`config.mk`:
```
export PLATFORM = sky130hd
export DESIGN_NAME = ssm_tile_feed_ctrl
export DESIGN_NICKNAME = d
export VERILOG_FILES = /design/src/rtl/ssm_tile_feed_ctrl.sv
export SDC_FILE = /design/constraint.sdc
export NUM_CORES = 1
export LEC_CHECK = 0
export CORE_MARGIN = 4
export CORE_UTILIZATION = 54
export DETAILED_ROUTE_END_ITERATION = 8
export GPL_TIMING_DRIVEN = 1
export PLACE_DENSITY = 0.86
export SYNTH_ARGS = -nofsm -noshare
export SYNTH_HDL_FRONTEND = slang
export SYNTH_SLANG_ARGS = --single-unit
```
`constraint.sdc`:
```
create_clock -name clk -period 7.1 [get_ports clk]
set_input_delay 2.13 -clock clk [delete_from_list [all_inputs] [get_ports clk]]
set_output_delay 2.13 -clock clk [all_outputs]
set_load 0.005 [all_outputs]
```
`src/rtl/ssm_tile_feed_ctrl.sv`:
```
// Feeds lambda and x_t tiles from two 1-cycle-latency read buffers into the join stage.
// Each stream has its own issue counter, in-flight flag and 2-entry output FIFO.
module ssm_tile_feed_ctrl #(
  parameter int unsigned TILE_SIZE  = 4,
  parameter int unsigned DATA_WIDTH = 16,
  parameter int unsigned ADDR_W     = 8,
  parameter int unsigned CNT_W      = 8
) (
  input  logic                                 clk,
  input  logic                                 rst,
  input  logic                                 start,
  input  logic [CNT_W-1:0]                     cfg_num_tiles,
  input  logic [ADDR_W-1:0]                    cfg_lam_base,
  input  logic [ADDR_W-1:0]                    cfg_xt_base,
  output logic                                 busy,
  output logic                                 done,
  output logic                                 lam_rd_en,
  output logic [ADDR_W-1:0]                    lam_rd_addr,
  input  logic [TILE_SIZE-1:0][DATA_WIDTH-1:0] lam_rd_data,
  output logic                                 xt_rd_en,
  output logic [ADDR_W-1:0]                    xt_rd_addr,
  input  logic [TILE_SIZE-1:0][DATA_WIDTH-1:0] xt_rd_data,
  output logic                                 lam_valid,
  input  logic                                 lam_ready,
  output logic [TILE_SIZE-1:0][DATA_WIDTH-1:0] lam_vec,
  output logic                                 xt_valid,
  input  logic                                 xt_ready,
  output logic [TILE_SIZE-1:0][DATA_WIDTH-1:0] xt_vec,
  input  logic                                 join_fire
);

  localparam int unsigned CW = CNT_W + 1;

  typedef logic [TILE_SIZE-1:0][DATA_WIDTH-1:0] tile_t;
  typedef enum logic [1:0] {S_IDLE, S_RUN, S_DONE} state_t;

  state_t            state;
  logic [CW-1:0]     num_tiles;
  logic [CW-1:0]     fired;
  logic [ADDR_W-1:0] lam_base;
  logic [ADDR_W-1:0] xt_base;
  logic              launch;

  logic [1:0]        rd_en_v;
  logic [1:0]        valid_v;
  logic [1:0]        ready_v;
  logic [ADDR_W-1:0] base_a    [2];
  logic [ADDR_W-1:0] rd_addr_a [2];
  tile_t             rd_data_a [2];
  tile_t             vec_a     [2];

  assign launch = (state == S_IDLE) && start;

  assign base_a[0]    = lam_base;
  assign base_a[1]    = xt_base;
  assign rd_data_a[0] = lam_rd_data;
  assign rd_data_a[1] = xt_rd_data;
  assign ready_v      = {xt_ready, lam_ready};

  assign lam_rd_en   = rd_en_v[0];
  assign lam_rd_addr = rd_addr_a[0];
  assign lam_valid   = valid_v[0];
  assign lam_vec     = vec_a[0];
  assign xt_rd_en    = rd_en_v[1];
  assign xt_rd_addr  = rd_addr_a[1];
  assign xt_valid    = valid_v[1];
  assign xt_vec      = vec_a[1];

  for (genvar s = 0; s < 2; s++) begin : g_stream
    logic [CW-1:0] issued;
    logic          inflight;
    logic [1:0]    occ;
    logic          wr_ptr;
    logic          rd_ptr;
    logic          pop;
    tile_t         mem [2];

    // Credit counts buffered plus in-flight tiles; ready never feeds back into issue.
    assign rd_en_v[s]   = (state == S_RUN) && (issued < num_tiles) &&
                          ((occ + {1'b0, inflight}) < 2'd2);
    assign rd_addr_a[s] = base_a[s] + ADDR_W'(issued);
    assign valid_v[s]   = (occ != 2'd0);
    assign vec_a[s]     = mem[rd_ptr];
    assign pop          = valid_v[s] && ready_v[s];

    always_ff @(posedge clk) begin
      if (rst || launch) begin
        issued   <= '0;
        inflight <= 1'b0;
        occ      <= 2'd0;
        wr_ptr   <= 1'b0;
        rd_ptr   <= 1'b0;
      end else begin
        inflight <= rd_en_v[s];
        if (rd_en_v[s]) issued <= issued + CW'(1);
        if (inflight)   wr_ptr <= ~wr_ptr;
        if (pop)        rd_ptr <= ~rd_ptr;
        occ <= occ + {1'b0, inflight} - {1'b0, pop};
      end
    end

    // Storage is not reset; in-flight is cleared on reset so stale returns are dropped.
    always_ff @(posedge clk) begin
      if (inflight) mem[wr_ptr] <= rd_data_a[s];
    end
  end

  always_ff @(posedge clk) begin
    if (rst) begin
      state     <= S_IDLE;
      busy      <= 1'b0;
      done      <= 1'b0;
      num_tiles <= '0;
      fired     <= '0;
      lam_base  <= '0;
      xt_base   <= '0;
    end else begin
      case (state)
        S_IDLE: begin
          done <= 1'b0;
          if (start) begin
            num_tiles <= CW'(cfg_num_tiles);
            lam_base  <= cfg_lam_base;
            xt_base   <= cfg_xt_base;
            fired     <= '0;
            busy      <= 1'b1;
            if (cfg_num_tiles == '0) begin
              state <= S_DONE;
              done  <= 1'b1;
            end else begin
              state <= S_RUN;
            end
          end
        end
        S_RUN: begin
          if (join_fire) begin
            fired <= fired + CW'(1);
            if ((fired + CW'(1)) == num_tiles) begin
              state <= S_DONE;
              done  <= 1'b1;
            end
          end
        end
        S_DONE: begin
          state <= S_IDLE;
          busy  <= 1'b0;
          done  <= 1'b0;
        end
        default: begin
          state <= S_IDLE;
          busy  <= 1'b0;
          done  <= 1'b0;
        end
      endcase
    end
  end

endmodule

```
### Word-level counts from Yosys, hierarchy flattened

Memories as Yosys holds them, arrays and structs flattened. A register that Yosys moved wholly into a read port is not among the register bits.
Cells that the tools add are included.

* add/sub/neg operators: 9
* magnitude comparators: 4
* equal/unequal tests: 5
* multiplexer cells: 23
* bitwise logic cells: 5
* reductions and logical operators: 18

Operators with widths (count)
* adder 9 x 1 -> 9 bit (second input constant): 3
* < comparator 9 x 8 -> 1 bit: 2
* 2-to-1 mux 9 bit: 2
* case mux 9 bit (2 select lines): 1
* adder 8 bit: 2
* 2-to-1 mux 1 bit: 13
* equality test 9 x 8 -> 1 bit: 1
* zero test 8 bit: 1
* 2-to-1 mux 2 bit: 4
* logical AND 1 bit: 7
* AND reduction 2 bit: 3
* AND reduction 3 bit: 2
* nonzero test 2 bit: 3
* NOT 1 bit: 5
* adder 2 x 1 -> 2 bit: 2
* < comparator 2 bit (second input constant): 2
* inequality test 2 bit (second input constant): 2
* case mux 1 bit (2 select lines): 2
* case mux 2 bit (2 select lines): 1
* subtractor 2 x 1 -> 2 bit: 2
* equality test 2 x 1 -> 1 bit (second input constant): 1
* zero test 2 bit: 1
* inequality test 2 x 1 -> 1 bit (second input constant): 1
* logical OR 1 bit: 1

* register bits after elaboration: 65
* RAM bits: 256
* output and inout bits: 150
* word-level logic and storage cells: 83
* memories: 2

Memory list
* g_stream[0].mem: words 2, width 64, rd ports 1, clocked after memory_dff 1, write ports 1, RTL line 76 `tile_t mem [2];`
* g_stream[1].mem: words 2, width 64, rd ports 1, clocked after memory_dff 1, write ports 1, RTL line 76

### Longest topological paths before layout

* depth in word-level cells: 5
* mapped depth: 10

### Least setup slack after synthesis

Ideal clock, no wire load.

* path kind: reg2out
* start: register g_stream[1].issued[0]
* end: output xt_rd_addr[6]
* arrival time: 1745 ps
* data required time: 4970 ps
* setup slack: 3225 ps
* cell stages (with the launch flop): 10
* buffers on the path: 0
* path through: dfxtp_1 ha_1 inv_1 fa_1 nor2b_1 o21ai_0 a21boi_0 o21a_1 nor2_1 xnor2_1

* cells in the longest elaborated chain, start to end: 1

Ends and longest elaborated chain
* start, declared: RTL line 70 `logic [CW-1:0] issued;`
* start signal, assigned: RTL line 95 `if (rd_en_v[s]) issued <= issued + CW'(1);`
* adder 8 bit: RTL line 81 `assign rd_addr_a[s] = base_a[s] + ADDR_W'(issued);`
* end, declared: RTL line 21 `output logic [ADDR_W-1:0] xt_rd_addr,`

Every way passes these cells.

### Worst setup path after layout

Same ends and word-level chain as after synthesis.

==> reports/qor.csv <==
stage,metric,value,unit
sta,Final min period,5.05,ns
layout,layout cell share with drive strength beyond 1,15.9,%
grt,global-route wire length before repair,44.8,mm
yosys,ranking of synthesized cells by area,"edfxtp_1, mux2_2, dfxtp_1",
layout,# fillers,1565,
worst_setup_path,reg2reg path depth,7,
sta,Worst Skew,0.00931,ns
worst_setup_path,WS Path Type,flip-flop to output port,
yosys,Synth Area in Simple Gates,7.03,%
worst_setup_path,"slowest stage delay, CP",0.52,ns
place,placed cell area,16400,sq um
worst_setup_path,Crit. End Element,output port,
yosys,async set-or-reset flop fraction in the synthesized netlist,0,%
yosys,mux cell area share after synthesis,11.2,%
yosys,largest family of logic cells by synthesized area,multiplexers,
place,dpl ws,2.59,ns
status,outcome,finished clean,
yosys,synthesized cell area,13000,sq um
yosys,Compound-Gate Fraction of Synth Area,4.17,%
yosys,post-synth top area share,59.2,%
sta,Setup TNS Final,0,ns
yosys,most used flip-flop cell after synthesis,edfxtp_1,
route,DR vias,8128,
yosys,post-synthesis adder-cell area fraction,3.68,%
hold_path,Hold Crit Class,flip-flop to flip-flop,
layout,non-filler cells in the finished layout,1530,
floorplan,CORE AREA,23500,sq um
worst_setup_path,CP max stage cell,clkdlybuf4s50_1,
clock_tree,clock root cell,clkbuf_16,
power,leak pwr,6.06,nW
place,hpwl dp,20.3,mm
clock_tree,cts hold-fix bufs,0,
sta,fin crit share,71.1,%
yosys,"area leader, netlist",edfxtp_1,
yosys,"Seq/Total Area, Yosys",69.5,%
yosys,Post-Synthesis Mean Instance Area,14.9,sq um
place,Placed Instances,1472,
worst_setup_path,"critical path, cell by cell",ha_1 -> inv_1 -> fa_1 -> nor2b_1 -> o21ai_0 -> a21boi_0 -> o21a_1 -> nor2_1 -> xnor2_1 -> clkdlybuf4s50_1,
yosys,Synth cell types,49,
worst_setup_path,RR Startpoint,num_tiles[7],
power,Design Power,4.12,mW
sta,setup violators final,0,
clock_tree,Clock Tree Buf Depth,3,
yosys,#FFs+latches synth,323,
hold_path,Hold EP,lam_base[0],
grt,Tot GR Track Use,21.5,%
grt,largest net degree at the start of global routing,65,
place,gpl congestion,0.887,
worst_setup_path,Buf/Inv on CP,2,
route,DRC Markers,0,
sta,worst rel slew slack,31.7,%
worst_setup_path,Worst EP arrival,2.92,ns
clock_tree,Num CTS Buffers,34,
route,DR iter-0 viols,545,
route,final WL,29.5,mm
route,post-route ant nets,0,
worst_setup_path,Worst EP required,4.97,ns
worst_setup_path,Startpoint Class,flip-flop,
flow_run,# Max-Cap Violations,0,
sta,Max Fclk,198,MHz
sta,RSZ-0062 raised after global routing,no,
clock_tree,clk sinks,323,
yosys,Synth Area in XOR/XNOR,2.76,%
hold_path,hold wc startpoint,lam_base[0],
clock_tree,post-CTS setup buffer count,0,
route,Detailed Routing Iterations Pass 1,5,
grt,grt ovf,0,
yosys,yosys warns,0,
worst_setup_path,"setup slack, reg-to-reg",4.78,ns
floorplan,Die Ht,163,microns
hold_path,hold depth,2,
worst_setup_path,reg2reg end,g_stream[0].issued[7],
sta,Hold Fails Final Rpt,0,
clock_tree,"Reg clk slew, reported paths",0.06,ns
yosys,Cells after Synth,872,
clock_tree,H-tree depth,2,
layout,Final #Nets,1384,
floorplan,I/O pins,308,
route,vias per cell,5.31,
floorplan,Initial Utilization,55.2,%
floorplan,Die Wd,163,microns
worst_setup_path,Worst Path Max Fanout,7,
clock_tree,clk_lat worst skew,0.49,ns
yosys,Mapped Nets,1067,
floorplan,die area,26600,sq um
power,P per Cell Area,236,nW/um^2
worst_setup_path,"CP delay by family, top",adder cells,
sta,Setup WS post-layout,2.05,ns
clock_tree,TritonCTS clock tree,done,
yosys,number of synthesized flops with an enable pin,256,
sta,Least-Margin Pin Slew,1.02,ns
power,VDD IR max,0.000210,V
route,Routed wire per std cell,19.3,microns
grt,initial antenna violation count,1,
sta,fin. max-slew vios,0,
grt,vias in the first global route,8287,
place,port bufs,307,
layout,Layout Area Growth over Synthesis,34.3,%
floorplan,# rows,56,
layout,final instance area,17400,sq um
clock_tree,CTS resizes,0,
[worst min-delay path, cell delays in order, from the launching register on]
cell     delay, ns
dfxtp_1       0.31
nand2_1       0.05
a21oi_1       0.05
[through the flow]
stage	util (%)	hold WS, ns
final	74.1	0.459
after global routing	74.1	0.487
after CTS	74.1	0.460
after detailed placement	69.7	0.453
after global placement	69.7	0.450
after floorplan	-	0.441
[cells in the final DEF (no fill, tap or decap), drive strengths merged, types with 2 or more instances in the layout]
cell type | Yosys | routed
clkdlybuf4s50 | 0 | 307
edfxtp | 256 | 256
mux2 | 128 | 128
nand2 | 70 | 70
dfxtp | 67 | 67
nor2 | 57 | 57
a21oi | 46 | 46
clkbuf | 30 | 44
ha | 35 | 35
xnor2 | 24 | 24
inv | 20 | 21
xor2 | 17 | 17
o21ai | 14 | 14
nand3 | 11 | 11
buf | 5 | 9
and2 | 9 | 9
clkinv | 0 | 9
nor3 | 8 | 8
nand4 | 8 | 8
and3 | 7 | 7
nor2b | 7 | 7
nand2b | 5 | 5
a21o | 4 | 4
nor3b | 4 | 4
or2 | 3 | 3
o2111ai | 3 | 3
o21a | 3 | 3
a31oi | 3 | 3
or3 | 3 | 3
o41ai | 2 | 2
a21boi | 2 | 2
nor4 | 2 | 2
o211ai | 2 | 2
a22oi | 2 | 2
fa | 2 | 2
bufinv | 0 | 2
or4 | 2 | 2
a211oi | 2 | 2
[logic make-up (layout without fill, tap and decap cells)]
kind of cell	count (synthesis)	after routing
buffers and inverters	55	393
multiplexers	129	129
other	0	1
adder cells (fa/ha/maj)	37	37
flip-flops	323	323
XOR/XNOR	41	41
AND/OR/NAND/NOR	198	198
AO/OA/AOI/OAI	89	89
[per-layer routing]
layer | part of all wire, % | up-vias | GRT usage (%)
met2 | 52 | 269 | 38.2
met1 | 38 | 3947 | 25.9
met5 | 0.044 | - | 0
li1 | - | 3850 | -
met4 | 2.9 | 2 | 6.98
met3 | 6.8 | 60 | 5.12
[state kept, by name, indices dropped and copies added (netlist names), named ones only]
| register | flops |
|---|---|
| state | 2 |
| g_stream.rd_ptr | 2 |
| done | 1 |
| g_stream.wr_ptr | 2 |
| lam_base | 8 |
| g_stream.inflight | 2 |
| fired | 9 |
| busy | 1 |
| num_tiles | 8 |
| g_stream.issued | 18 |
| g_stream.mem | 256 |
| xt_base | 8 |
| g_stream.occ | 4 |
[cell usage after synthesis (4+ instances only)]
master    count
and2_1        9
a21oi_1      46
inv_1        20
dfxtp_1      67
nor3_1        8
edfxtp_1    256
nand4_1       8
and3_1        7
nor3b_1       4
xnor2_1      24
mux2_2      128
nor2_1       57
nand2b_1      5
nand2_1      70
a21o_1        4
o21ai_0      13
clkbuf_1     30
ha_1         35
nor2b_1       7
xor2_1       17
nand3_1      11
[how the worst max path moves through the flow]
stage,end,cells after the start,from
2_1_floorplan,xt_rd_addr[6],9,g_stream[1].issued[0]
5_1_grt,xt_rd_addr[6],10,g_stream[1].issued[0]
3_3_place_gp,xt_rd_addr[6],10,g_stream[1].issued[0]
6_report,xt_rd_addr[6],10,g_stream[1].issued[0]
4_1_cts,xt_rd_addr[6],10,g_stream[1].issued[0]
3_5_place_dp,xt_rd_addr[6],10,g_stream[1].issued[0]
[final cells by class]
cell class	count	area, sq um	share of cell area (%)
Timing Repair Buffer	316	3140	18.0
Inverter	20	75.1	0.430
Tap cell	319	399	2.29
Clock inverter	13	114	0.653
Antenna cell	1	2.50	0.0143
Clock buffer	44	920	5.27
Sequential cell	323	9030	51.8
Multi-Input combinational cell	494	3760	21.6
[power by group]
group / leakage, nW / total [mW] / internal (mW) / switching, mW
combinational: 2.70 / 0.365 / 0.214 / 0.151
sequential: 2.85 / 2.11 / 2.09 / 0.0227
clock: 0.502 / 1.64 / 0.982 / 0.661
(Power assumes the default switching activity.)
